==> config.mk <==
export PLATFORM = sky130hd
export DESIGN_NAME = priv_ext_router
export DESIGN_NICKNAME = d
export VERILOG_FILES = /design/src/rtl/priv_ext_router.sv
export SDC_FILE = /design/constraint.sdc
export NUM_CORES = 1
export LEC_CHECK = 0
export ABC_AREA = 1
export CAP_MARGIN = 20
export CELL_PAD_IN_SITES_DETAIL_PLACEMENT = 1
export CELL_PAD_IN_SITES_GLOBAL_PLACEMENT = 1
export CORE_ASPECT_RATIO = 1.1
export CORE_MARGIN = 1.5
export CORE_UTILIZATION = 45
export CTS_CLUSTER_DIAMETER = 50
export DETAILED_ROUTE_END_ITERATION = 6
export DONT_BUFFER_PORTS = 1
export PLACE_DENSITY_LB_ADDON = 0.1
export SETUP_SLACK_MARGIN = 0.4
export SYNTH_ARGS = -nofsm -noshare
export SYNTH_HDL_FRONTEND = slang
export SYNTH_SLANG_ARGS = --single-unit
export TNS_END_PERCENT = 50
==> constraint.sdc <==
create_clock -name CLK -period 1.86 [get_ports CLK]
set_input_delay 0.279 -clock CLK [delete_from_list [all_inputs] [get_ports CLK]]
set_output_delay 0.279 -clock CLK [all_outputs]
set_load 0.005 [all_outputs]
==> src/rtl/priv_ext_router.sv <==
`default_nettype none
// ============================================================================
// Module      : priv_ext_router
// Description : Routes one CSR request at a time from the privileged CSR unit
//               to NUM_EXT extension CSR files. Broadcasts the latched address
//               and write data, picks the lowest-index claiming extension,
//               strobes a one-cycle write to it and returns a registered
//               response (ack / invalid / read data). Multi-claims are flagged.
//               Optional build macro PRIV_EXT_ACK_TIMEOUT_EN lets LOOKUP wait
//               up to ACK_TIMEOUT cycles for extensions with registered decode.
// Revision    : 1.0 - initial release
// ============================================================================
module priv_ext_router #(
    parameter int NUM_EXT     = 4,
    parameter int ACK_TIMEOUT = 4
) (
    input  logic                  CLK,
    input  logic                  nRST,
    input  logic                  req_valid,
    output logic                  req_ready,
    input  logic                  req_write,
    input  logic [11:0]           req_addr,
    input  logic [31:0]           req_wdata,
    output logic                  rsp_valid,
    input  logic                  rsp_ready,
    output logic                  rsp_ack,
    output logic                  rsp_invalid,
    output logic [31:0]           rsp_rdata,
    output logic [11:0]           ext_csr_addr,
    output logic [31:0]           ext_value_in,
    output logic [NUM_EXT-1:0]    ext_csr_active,
    input  logic [NUM_EXT-1:0]    ext_ack,
    input  logic [NUM_EXT-1:0]    ext_invalid_csr,
    input  logic [32*NUM_EXT-1:0] ext_value_out
);

    localparam int C_IDX_W = (NUM_EXT > 1) ? $clog2(NUM_EXT) : 1;

    typedef enum logic [1:0] {
        S_IDLE   = 2'd0,
        S_LOOKUP = 2'd1,
        S_COMMIT = 2'd2,
        S_RESP   = 2'd3
    } state_e;

    state_e               state_q, state_d;
    logic [11:0]          addr_q, addr_d;
    logic [31:0]          wdata_q, wdata_d;
    logic                 wr_q, wr_d;
    logic [C_IDX_W-1:0]   win_q, win_d;
    logic                 ack_q, ack_d;
    logic                 inv_q, inv_d;
    logic [31:0]          rdata_q, rdata_d;

`ifdef PRIV_EXT_ACK_TIMEOUT_EN
    localparam int C_CNT_W = $clog2(ACK_TIMEOUT + 1);
    logic [C_CNT_W-1:0]   cnt_q, cnt_d;
`endif

    logic [C_IDX_W-1:0]   w_win_idx;
    logic [31:0]          w_win_rdata;
    logic                 w_win_inv;
    logic                 w_any_ack;
    logic                 w_multi_ack;
    logic                 w_commit_inv;

    // Resolve the claim: lowest set index wins; flag more than one claimant.
    always_comb begin
        w_win_idx   = '0;
        w_win_rdata = '0;
        w_win_inv   = 1'b0;
        w_any_ack   = 1'b0;
        w_multi_ack = 1'b0;
        for (int i = NUM_EXT - 1; i >= 0; i--) begin
            if (ext_ack[i]) begin
                w_win_idx   = C_IDX_W'(i);
                w_win_rdata = ext_value_out[32*i +: 32];
                w_win_inv   = ext_invalid_csr[i];
            end
        end
        for (int i = 0; i < NUM_EXT; i++) begin
            if (ext_ack[i]) begin
                if (w_any_ack) begin
                    w_multi_ack = 1'b1;
                end
                w_any_ack = 1'b1;
            end
        end
    end

    // Decode the latched winner into the write strobe and its commit-time error.
    always_comb begin
        ext_csr_active = '0;
        w_commit_inv   = 1'b0;
        for (int i = 0; i < NUM_EXT; i++) begin
            if (win_q == C_IDX_W'(i)) begin
                ext_csr_active[i] = (state_q == S_COMMIT);
                w_commit_inv      = ext_invalid_csr[i];
            end
        end
    end

    // Next-state and response capture logic.
    always_comb begin
        state_d = state_q;
        addr_d  = addr_q;
        wdata_d = wdata_q;
        wr_d    = wr_q;
        win_d   = win_q;
        ack_d   = ack_q;
        inv_d   = inv_q;
        rdata_d = rdata_q;
`ifdef PRIV_EXT_ACK_TIMEOUT_EN
        cnt_d   = cnt_q;
`endif
        case (state_q)
            S_IDLE: begin
                if (req_valid) begin
                    addr_d  = req_addr;
                    wdata_d = req_wdata;
                    wr_d    = req_write;
                    ack_d   = 1'b0;
                    inv_d   = 1'b0;
                    rdata_d = '0;
                    state_d = S_LOOKUP;
`ifdef PRIV_EXT_ACK_TIMEOUT_EN
                    cnt_d   = '0;
`endif
                end
            end
            S_LOOKUP: begin
                if (!w_any_ack) begin
`ifdef PRIV_EXT_ACK_TIMEOUT_EN
                    // Keep waiting until ACK_TIMEOUT lookup cycles have elapsed.
                    if (cnt_q == C_CNT_W'(ACK_TIMEOUT - 1)) begin
                        ack_d   = 1'b0;
                        inv_d   = 1'b0;
                        rdata_d = '0;
                        state_d = S_RESP;
                    end else begin
                        cnt_d = cnt_q + 1'b1;
                    end
`else
                    ack_d   = 1'b0;
                    inv_d   = 1'b0;
                    rdata_d = '0;
                    state_d = S_RESP;
`endif
                end else begin
                    win_d   = w_win_idx;
                    rdata_d = w_win_rdata;
                    ack_d   = 1'b1;
                    if (w_multi_ack) begin
                        // Conflicting claims never commit a write.
                        inv_d   = 1'b1;
                        state_d = S_RESP;
                    end else if (wr_q && !w_win_inv) begin
                        inv_d   = 1'b0;
                        state_d = S_COMMIT;
                    end else begin
                        inv_d   = w_win_inv;
                        state_d = S_RESP;
                    end
                end
            end
            S_COMMIT: begin
                inv_d   = inv_q | w_commit_inv;
                state_d = S_RESP;
            end
            S_RESP: begin
                if (rsp_ready) begin
                    state_d = S_IDLE;
                end
            end
            default: state_d = S_IDLE;
        endcase
    end

    // State and datapath registers; reset drops any request in flight.
    always_ff @(posedge CLK or negedge nRST) begin
        if (!nRST) begin
            state_q <= S_IDLE;
            addr_q  <= '0;
            wdata_q <= '0;
            wr_q    <= 1'b0;
            win_q   <= '0;
            ack_q   <= 1'b0;
            inv_q   <= 1'b0;
            rdata_q <= '0;
`ifdef PRIV_EXT_ACK_TIMEOUT_EN
            cnt_q   <= '0;
`endif
        end else begin
            state_q <= state_d;
            addr_q  <= addr_d;
            wdata_q <= wdata_d;
            wr_q    <= wr_d;
            win_q   <= win_d;
            ack_q   <= ack_d;
            inv_q   <= inv_d;
            rdata_q <= rdata_d;
`ifdef PRIV_EXT_ACK_TIMEOUT_EN
            cnt_q   <= cnt_d;
`endif
        end
    end

    assign req_ready    = (state_q == S_IDLE);
    assign rsp_valid    = (state_q == S_RESP);
    assign rsp_ack      = ack_q;
    assign rsp_invalid  = inv_q;
    assign rsp_rdata    = rdata_q;
    assign ext_csr_addr = addr_q;
    assign ext_value_in = wdata_q;

endmodule
`default_nettype wire
==> metrics.md, run 1 <==
| Metric | Value |
|---|---|
| Status | `finished with violations` |
| Violated checks | `negative hold slack` |
| Vias in the first global route | `3,696` |
| Worst Path Required | `around 2.1 ns` |
| Worst hold path class | `in -> async` |
| N_diodes | `0` |
| Worst-Margin Slew | `between 0.4 and 0.5 ns` |
| CP Max Fanout | `16` |
| Yosys warning count | `0` |
| Router iterations before antenna repair | `4` |
| Clock buffer depth | `2` |
| Residual DRC | `0` |
| Synth top area share | `45.1%` |
| Congestion Overflow GR | `0` |
| Clock Latency Late Sink | `between 0.3 and 0.4 ns` |
| Inserted Clock Buffers | `9` |
| # setup viols final | `0` |
| Die H | `~110 um` |
| CP endpoint kind | `flop` |
| Layout cells sized above 1 | `28.1%` |
| Max Clock Freq | `around 0.61 GHz` |
| Final Hold Viols | `a little over 80` |
| Sink Count | `83` |
| Mapped Area | `4610 um^2` |
| Fin crit period | `1.65 ns` |
| Maxcap violations | `0` |
| Setup CP Type | `reg -> reg` |
| Final net count | `~700` |
| Maximum VDD drop | `0.443 mV` |
| Syn nets | `705` |
| Top delay family on crit path | `simple AND/OR/NAND/NOR gates` |
| Final ANT Viol Nets | `0` |
| Uppermost layer routed | `met4` |
| Gate Count Post-Synth | `515` |
| DR vias/cell | `5.64` |
| Top cells by area, synth | `dfrtp_1, nand2_1, mux2_2, a21oi_1, o211ai_2` |
| Post-synthesis sequential area ratio | `45.1%` |
| Dominant synthesized flop cell | `dfrtp_1` |
| Crit path cell chain | `inv_4, ha_4, inv_2, or2_4, nand2_8, inv_16, o211ai_2, nand2_1` |
| Worst Setup Start Kind | `flop` |
| Simple-gate share of the synthesized area | `20.1%` |
| RSZ-0062 raised after global routing | `yes` |
| WL met1 | `4950 um` |
| CP max-delay cell | `dfrtp_2` |
| Max Slew Vio Count | `0` |
| CP arrival | `1.89 ns` |
| Final TNS setup | `0 ns` |
| Initial antenna violation count | `0` |
| Syn avg cell area | `8.95 um^2` |
| XOR/XNOR share of the synthesized area | `0%` |
| Reg2reg setup slack | `0.21 ns` |
| Asr flop ratio synth | `between 90% and 100%` |
| WL per Instance | `20.6 um` |
| Post-synthesis compound-gate area fraction | `~16%` |
| Via count | `~3,600` |
| Core box area | `9940 um^2` |
| Post-synth EDFFs | `0` |
| Synth Area in Adders | `1.36%` |
| Die span in x | `99.5 um` |
| Area Growth Syn to Fin | `6.87%` |
| Largest net degree at the start of global routing | `84` |
| Placer Congestion | `0.752` |
| Cell with the most instances after synthesis | `nand2_1` |
| Initial Util | `a little under half` |
| Fin crit share | `88.8%` |
| Clk pin slew, worst setup/hold paths | `0.08 ns` |
| Yosys cell types | `29` |
| Dpl hpwl | `9530 um` |
| Synth top cells by count | `nand2_1, dfrtp_1, mux2_2, a21oi_1, o21ai_0` |
| Pleak | `~2.2 nW` |
| Register bit total from synthesis | `between 80 and 90` |
| Routed Wire Length | `13,100 um` |
| Die area | `10,900 um^2` |
| WL met3 | `1030 um` |
| WHS | `-0.383 ns` |
| Leading area contributor after synthesis | `dfrtp_1` |
| CTS H-tree depth | `3` |
| TritonCTS clock tree | `built` |
| First-pass GRT wire length | `19,300 um` |
| Num rows | `38` |
| DR iter-0 viols | `a little over 90` |
| Multiplexer area fraction after synthesis | `10.7%` |
| Overall Global Routing Usage | `23.5%` |
| Relative slew slack | `72.3%` |
| Util after Layout | `49.6%` |
| CP bufs+invs | `3` |
| Io pins | `269` |
| # port buffers | `0` |
| Power per cell area | `1540 nW/um^2` |
| Root Buffer | `clkbuf_8` |
| Final Skew | `roughly 0.006 ns` |
| Met2 wire len | `6890 um` |
| Max incr delay on CP | `0.45 ns` |
| Largest family of logic cells by synthesized area | `simple AND/OR/NAND/NOR gates` |
## state kept, by name (all words and copies together), names as in the netlist
| name | cells |
|---|---|
| rsp_invalid | 1 |
| ext_value_in | 32 |
| rsp_ack | 1 |
| wr_q | 1 |
| ext_csr_addr | 12 |
| state_q | 2 |
| win_q | 2 |
| rsp_rdata | 32 |
## where the power goes
group | internal [mW] | switching (mW)
combinational | 1.30 | 1.60
clock | 0.623 | 0.654
sequential | 2.67 | 0.754
## kinds of logic after synthesis
group	Yosys count
and+or+nand+nor	222
AOI/OAI and AO/OA	111
DFF	83
muxes	44
buffers and inverters	50
adders and majority gates	5
## what timing repair did
action,4_1_cts,5_1_grt
gates resized for setup,15,3
pin swaps,3,3
hold endpoints to repair,83,83
cloned,3,1
setup endpoints to repair,79,81
setup buffers,2,0
## final cells by class
class                           count  area [um^2]
Clock inverter                      6         65.1
Fill cell                        1162         5010
Clock buffer                       10          128
Tap cell                          120          150
Sequential cell                    83         2080
Inverter                           19         92.6
Timing Repair Buffer                9         80.1
Multi-Input combinational cell    385         2320
Timing Repair inverter              1         11.3
## stage by stage
stage	cells	area [um^2]	worst slack [ns]	total power [mW]
floorplan	515	4620	0.393	5.54
global placement	611	4610	0.0967	5.90
detailed placement	611	4610	0.0285	6.07
CTS	632	4910	0.206	7.68
global route	633	4930	0.146	8.18
finish	633	4930	0.208	7.61
## final timing paths
path,startpoint,end,depth (start not counted)
setup reg to reg,state_q[1]$_DFFE_PN0P_,rsp_rdata[25]$_DFFE_PN0P_,8
hold reg to reg,rsp_rdata[24]$_DFFE_PN0P_,rsp_rdata[24]$_DFFE_PN0P_,2
setup / recovery,state_q[1]$_DFFE_PN0P_,rsp_rdata[25]$_DFFE_PN0P_,8
min in group CLK,ext_value_out[19],rsp_rdata[19]$_DFFE_PN0P_,2
hold / removal,nRST,ext_csr_addr[7]$_DFFE_PN0P_,0
max in group asynchronous,nRST,rsp_rdata[31]$_DFFE_PN0P_,0
## routing by layer
layer	vias up	track usage [%]
met2	160	43.7
met5	-	0
met3	12	7.69
li1	1682	-
met1	1716	25.0
met4	0	7.85
## cell usage in the layout (no fill, tap or decap), types with 4 or more instances in the layout
| cell type | instances |
|---|---|
| nand2_2 | 18 |
| inv_2 | 5 |
| o21ai_0 | 31 |
| inv_1 | 11 |
| clkbuf_8 | 9 |
| mux2_2 | 44 |
| o211ai_2 | 14 |
| a21oi_1 | 39 |
| buf_4 | 8 |
| dfrtp_1 | 81 |
| nand3_1 | 6 |
| nor2_1 | 24 |
| nand2_1 | 164 |
| o21ai_2 | 18 |
| nor3_2 | 4 |
| o21ai_1 | 8 |
(Power assumes the default switching activity.)
==> inputs of run 2 (changes only) <==
- CORE_AREA: default -> 2 2 104 106
- CORE_ASPECT_RATIO: 1.1 -> default
- CORE_MARGIN: 1.5 -> default
- CORE_UTILIZATION: 45 -> default
- CTS_BUF_LIST: default -> sky130_fd_sc_hd__clkbuf_8
- DIE_AREA: default -> 0 0 106 108
==> run 2 against run 1 <==
- worst hold slack improved by 0.0072 ns
- via count rose by 3.0%
- the run still ends with negative hold slack left
- clock-buffer cell count decreased by 1
- combinational power increased by 10%
==> metrics.md, run 2 (synthesized netlist as in run 1, its figures left out) <==
| Metric | Value |
|---|---|
| Status | `finished with violations (unchanged)` |
| Violated checks | `negative hold slack (unchanged)` |
| Worst Setup Start Kind | `flop (unchanged)` |
| Final ANT Viol Nets | `0 (unchanged)` |
| Final TNS setup | `0 ns (unchanged)` |
| Pleak | `2.26 nW (was 2.20 nW)` |
| Root Buffer | `clkbuf_8 (unchanged)` |
| Max Clock Freq | `0.600 GHz (was 0.605 GHz)` |
| # port buffers | `0 (unchanged)` |
| Max Slew Vio Count | `0 (unchanged)` |
| Maximum VDD drop | `0.844 mV (was 0.443 mV)` |
| Congestion Overflow GR | `0 (unchanged)` |
| DR vias/cell | `5.60 (was 5.64)` |
| WL per Instance | `21.6 um (was 20.6 um)` |
| Relative slew slack | `71.6% (was 72.3%)` |
| Commonest non-fill, non-tap cell in the layout | `nand2_1 (unchanged)` |
| Worst hold path class | `in -> async (unchanged)` |
| Fin crit share | `89.5% (was 88.8%)` |
| Router iterations before antenna repair | `4 (unchanged)` |
| Die H | `108 um (was 109 um)` |
| Placer Congestion | `0.837 (was 0.752)` |
| Overall Global Routing Usage | `24.6% (was 23.5%)` |
| N_diodes | `0 (unchanged)` |
| Inserted Clock Buffers | `9 (unchanged)` |
| DR iter-0 viols | `177 (was 92)` |
| Final net count | `705 (was 698)` |
| Clk pin slew, worst setup/hold paths | `0.09 ns (was 0.08 ns)` |
| Initial Util | `45.1% (was 46.4%)` |
| Design area | `5090 um^2 (was 4930 um^2)` |
| Residual DRC | `0 (unchanged)` |
| First-pass GRT wire length | `21,500 um (was 19,300 um)` |
| Via count | `3,676 (was 3,570)` |
| Top delay family on crit path | `simple AND/OR/NAND/NOR gates (unchanged)` |
| CP endpoint kind | `flop (unchanged)` |
| CP arrival | `1.89 ns (about the same)` |
| CTS H-tree depth | `3 (unchanged)` |
| Maxcap violations | `0 (unchanged)` |
| Max incr delay on CP | `0.45 ns (about the same)` |
| Die area | `11,400 um^2 (was 10,900 um^2)` |
| Dpl hpwl | `10,200 um (was 9530 um)` |
| Fin crit period | `1.67 ns (was 1.65 ns)` |
| DP Area | `4610 um^2 (about the same)` |
| WHS | `-0.376 ns (was -0.383 ns)` |
| CP Max Fanout | `16 (unchanged)` |
| Worst Path Required | `2.09 ns (was 2.10 ns)` |
| Sink Count | `83 (unchanged)` |
| # setup viols final | `0 (unchanged)` |
| Core box area | `10,200 um^2 (was 9940 um^2)` |
| Io pins | `269 (unchanged)` |
| Largest net degree at the start of global routing | `84 (unchanged)` |
| Setup CP Type | `reg -> reg (unchanged)` |
| Power per cell area | `1590 nW/um^2 (was 1540 nW/um^2)` |
| Fin worst setup slack | `0.194 ns (was 0.208 ns)` |
| Pre-CTS setup slack | `0.0354 ns (was 0.0285 ns)` |
| Area Growth Syn to Fin | `10.4% (was 6.87%)` |
| Clock Latency Late Sink | `0.35 ns (about the same)` |
| Worst-Margin Slew | `0.426 ns (was 0.415 ns)` |
| CP bufs+invs | `3 (unchanged)` |
| Crit path cell chain | `inv_4, ha_4, inv_2, or2_4, nand2_8, inv_16, o211ai_2, nand2_1 (unchanged)` |
| Clock buffer depth | `2 (unchanged)` |
| Final Hold Viols | `83 (unchanged)` |
| Final Skew | `0.0100 ns (was 0.00591 ns)` |
| Layout cells sized above 1 | `30.0% (was 28.1%)` |
| CP max-delay cell | `dfrtp_2 (unchanged)` |
| Num rows | `37 (was 38)` |
| Commonest non-fill, non-tap cells in the layout | `nand2_1, dfrtp_1, mux2_2 (unchanged)` |
| Initial antenna violation count | `1 (was 0)` |
| TritonCTS clock tree | `built (unchanged)` |
| Routed Wire Length | `14,200 um (was 13,100 um)` |
| Die span in x | `106 um (was 99.5 um)` |
| Vias in the first global route | `3,884 (was 3,696)` |
| RSZ-0062 raised after global routing | `yes (unchanged)` |
[run 2: cell types whose count changed in the layout (fill, tap and decap cells not counted), moves of 2 or more]
cell / before / now
nor3_4: 0 / 4
clkinv_4: 1 / 3
nor3_2: 4 / 0
ha_1: 3 / 1
buf_4: 8 / 14
dfrtp_2: 2 / 4
dfrtp_1: 81 / 79
ha_4: 2 / 4
[run 2: final cells by class]
| class | count | area (um^2) |
|---|---|---|
| Inverter | 19 | 95.1 |
| Clock inverter | 7 | 100 |
| Fill cell | 1214 | 5140 |
| Timing Repair Buffer | 16 | 136 |
| Timing Repair inverter | 1 | 11.3 |
| Clock buffer | 9 | 124 |
| Multi-Input combinational cell | 385 | 2370 |
| Sequential cell | 83 | 2080 |
| Tap cell | 136 | 170 |
[run 2: final timing paths]
kind                                           endpoint  slack (ns)                     start  cells after the start
max                           rsp_rdata[10]$_DFFE_PN0P_        0.19    state_q[0]$_DFFE_PN0P_                      8
min                            rsp_rdata[3]$_DFFE_PN0P_       -0.38                      nRST                      0
max reg2reg                   rsp_rdata[10]$_DFFE_PN0P_        0.19    state_q[0]$_DFFE_PN0P_                      8
min reg2reg                    rsp_rdata[0]$_DFFE_PN0P_        0.53  rsp_rdata[0]$_DFFE_PN0P_                      2
max in group asynchronous  ext_value_in[24]$_DFFE_PN0P_        2.11                      nRST                      0
min in group CLK              rsp_rdata[16]$_DFFE_PN0P_        0.06         ext_value_out[16]                      2
[run 2: power by group]
part           leakage, nW  internal (mW)  switching (mW)  total, mW
clock                0.114          0.766           0.676       1.44
combinational         1.14           1.45            1.75       3.20
sequential            1.01           2.68           0.790       3.47
[run 2: stage by stage]
step | power (mW) | instances | util [%]
final | 8.11 | 656 | 49.7
after global routing | 8.68 | 656 | 49.7
after CTS | 8.02 | 651 | 49.1
after detailed placement | 6.08 | 625 | 45.1
after global placement | 5.88 | 625 | 45.1
after floorplan | 5.54 | 515 | -
[run 2: layer usage]
| layer | vias up | GRT usage [%] | share of wire (%) |
|---|---|---|---|
| li1 | 1705 | - | - |
| met1 | 1768 | 28.6 | 38 |
| met2 | 176 | 43.7 | 51 |
| met3 | 25 | 6.75 | 7.9 |
| met4 | 2 | 9.02 | 2.6 |
| met5 | - | 0 | 0.12 |
[run 2: what timing repair did]
item | CTS | global route
pin swaps | 9 | 6
cloned | 3 | 1
endpoints found under the setup margin | 83 | 86
buffers inserted | 7 | 4
hold endpoints to repair | 83 | 83
resized for setup | 22 | 9
==> inputs of run 3 (changes only) <==
- SETUP_SLACK_MARGIN: 0.4 -> 0.15
==> run 3 against run 2 <==
- critical path depth unchanged
- final area decreased by 2.7%
- the flow still finishes with violations (negative hold slack)
- die area unchanged
- critical path type unchanged
- largest power group unchanged
- sequential share of layout area increased by 1.1 points
- largest cell class unchanged
- register-to-register slack got worse by 0.02 ns
- power decreased by 6.6%
==> metrics.md, run 3 (synthesized netlist as in run 1, its figures left out) <==
| Metric | Value |
|---|---|
| Relative slew slack | `63.6% (was 71.6%)` |
| Final Hold Viols | `83 (unchanged)` |
| RSZ-0062 raised after global routing | `yes (unchanged)` |
| Via count | `3,605 (was 3,676)` |
| DR vias/cell | `5.55 (was 5.60)` |
| Initial antenna violation count | `0 (was 1)` |
| Worst Setup Start Kind | `flop (unchanged)` |
| Dpl hpwl | `10,100 um (was 10,200 um)` |
| R2R depth | `8 (unchanged)` |
| Largest net degree at the start of global routing | `84 (unchanged)` |
| Reg2reg setup slack | `0.18 ns (was 0.19 ns)` |
| Finished Layout Cells | `650 (was 656)` |
| Setup CP Type | `reg -> reg (unchanged)` |
| Residual DRC | `0 (unchanged)` |
| Max incr delay on CP | `0.44 ns (was 0.45 ns)` |
| Crit path cell chain | `inv_2, ha_4, inv_2, or2_4, nand2_8, clkinv_16, o211ai_2, nand2_1 (was inv_4, ha_4, inv_2, or2_4, nand2_8, inv_16, o211ai_2, nand2_1)` |
| Total Power | `7.57 mW (was 8.11 mW)` |
| WL per Instance | `21.7 um (was 21.6 um)` |
| Maximum VDD drop | `0.476 mV (was 0.844 mV)` |
| Max Slew Vio Count | `0 (unchanged)` |
| CP endpoint kind | `flop (unchanged)` |
| Placer Congestion | `0.839 (was 0.837)` |
| Sink Count | `83 (unchanged)` |
| Worst r2r dst | `rsp_rdata[24]$_DFFE_PN0P_ (was rsp_rdata[10]$_DFFE_PN0P_)` |
| Die span in x | `106 um (unchanged)` |
| Design area | `4950 um^2 (was 5090 um^2)` |
| Routed Wire Length | `14,100 um (was 14,200 um)` |
| Most used cell along the critical path | `inv_2` |
| Vias in the first global route | `3,756 (was 3,884)` |
| Layout cells sized above 1 | `28.0% (was 30.0%)` |
| Area Growth Syn to Fin | `7.41% (was 10.4%)` |
| Status | `finished with violations (unchanged)` |
| # port buffers | `0 (unchanged)` |
| Fin crit period | `1.68 ns (was 1.67 ns)` |
| Commonest non-fill, non-tap cell in the layout | `nand2_1 (unchanged)` |
| Worst-Margin Slew | `0.545 ns (was 0.426 ns)` |
| Worst r2r src | `state_q[0]$_DFFE_PN0P_ (unchanged)` |
| CP arrival | `1.91 ns (was 1.89 ns)` |
| CP Max Fanout | `8 (was 16)` |
| Final Skew | `0.0117 ns (was 0.0100 ns)` |
| Top delay family on crit path | `simple AND/OR/NAND/NOR gates (unchanged)` |
| N_diodes | `0 (unchanged)` |
| WHS | `-0.379 ns (was -0.376 ns)` |
| Placed Cells | `627 (was 625)` |
| Util after Layout | `48.4% (was 49.7%)` |
| TritonCTS clock tree | `built (unchanged)` |
| # setup viols final | `0 (unchanged)` |
| Clk pin slew, worst setup/hold paths | `0.09 ns (about the same)` |
| Worst Path Required | `2.09 ns (about the same)` |
| Worst hold path class | `in -> async (unchanged)` |
| Violated checks | `negative hold slack (unchanged)` |
| Clock Latency Late Sink | `0.34 ns (was 0.35 ns)` |
| Io pins | `269 (unchanged)` |
| Congestion Overflow GR | `0 (unchanged)` |
| First-pass GRT wire length | `20,200 um (was 21,500 um)` |
| Inserted Clock Buffers | `9 (unchanged)` |
| CTS H-tree depth | `3 (unchanged)` |
| Maxcap violations | `0 (unchanged)` |
| Core box area | `10,200 um^2 (unchanged)` |
| Root Buffer | `clkbuf_8 (unchanged)` |
| DR iter-0 viols | `142 (was 177)` |
| CP bufs+invs | `3 (unchanged)` |
| Commonest non-fill, non-tap cells in the layout | `nand2_1, dfrtp_1, mux2_2 (unchanged)` |
| Fin crit share | `90.4% (was 89.5%)` |
| Max Clock Freq | `0.595 GHz (was 0.600 GHz)` |
| Final ANT Viol Nets | `0 (unchanged)` |
| Num rows | `37 (unchanged)` |
| Router iterations before antenna repair | `5 (was 4)` |
| Overall Global Routing Usage | `23.0% (was 24.6%)` |
| Initial Util | `45.1% (unchanged)` |
| Die area | `11,400 um^2 (unchanged)` |
| Die H | `108 um (unchanged)` |
| Power per cell area | `1530 nW/um^2 (was 1590 nW/um^2)` |
| CP max-delay cell | `dfrtp_2 (unchanged)` |
| DP Area | `4620 um^2 (was 4610 um^2)` |
| Pleak | `2.20 nW (was 2.26 nW)` |
| Clock buffer depth | `2 (unchanged)` |
| Final net count | `699 (was 705)` |
run 3: cell types whose count changed in the layout (fill, tap and decap cells not counted), moves of 3 or more:
cell,before,now
buf_4,14,8
dfrtp_2,4,1
nor3_4,4,0
nor3_2,0,3
dfrtp_1,79,82
run 3: worst reg2reg max path, cell delays in order, from the launching register on:
cell	delay (ns)
dfrtp_2	0.44
inv_2	0.09
ha_4	0.23
inv_2	0.05
or2_4	0.32
nand2_8	0.18
clkinv_16	0.10
o211ai_2	0.07
nand2_1	0.07
run 3: where the power goes:
group / internal [mW] / total, mW / switching (mW) / leakage [nW]
clock network: 0.492 / 1.17 / 0.676 / 0.0860
registers: 2.67 / 3.43 / 0.759 / 1.01
logic: 1.31 / 2.98 / 1.66 / 1.10
run 3: what timing repair did:
item,4_1_cts,5_1_grt
gates cloned,1,3
pin swaps,1,15
gates resized for setup,10,12
endpoints found under the hold margin,83,83
buffers inserted,0,3
endpoints found under the setup margin,81,37
run 3: worst max-delay path by stage:
stage | startpoint | depth (start not counted) | end
after floorplan | state_q[0]$_DFFE_PN0P_ | 9 | rsp_rdata[28]$_DFFE_PN0P_
after detailed placement | state_q[0]$_DFFE_PN0P_ | 5 | rsp_rdata[11]$_DFFE_PN0P_
after global placement | state_q[0]$_DFFE_PN0P_ | 5 | rsp_rdata[26]$_DFFE_PN0P_
after global routing | state_q[0]$_DFFE_PN0P_ | 8 | state_q[0]$_DFFE_PN0P_
after CTS | state_q[0]$_DFFE_PN0P_ | 4 | ext_csr_active[3]
final | state_q[0]$_DFFE_PN0P_ | 8 | rsp_rdata[24]$_DFFE_PN0P_
run 3: routing by layer:
metal / track usage, % / up-vias / share of wire (%)
li1: - / 1682 / -
met1: 26.3 / 1742 / 39
met2: 41.4 / 162 / 51
met3: 6.51 / 19 / 7.6
met4: 8.18 / 0 / 2.0
met5: 0 / - / 0
run 3: layout make-up:
cell class | instances | area [um^2]
fillers | 1216 | 5280
multi-input cells | 384 | 2300
well taps | 136 | 170
repair buffers | 10 | 100
clock buffers | 9 | 124
repair inverters | 2 | 27.5
flip-flops and latches | 83 | 2080
inverters | 19 | 100
clock inverters | 7 | 51.3
run 3: stage by stage:
step	TNS, ns	setup slack, ns
after floorplan	0	0.250
after global placement	-0.00241	-0.00241
after detailed placement	-0.842	-0.0685
after CTS	0	0.132
after global routing	0	0.0930
final	0	0.179
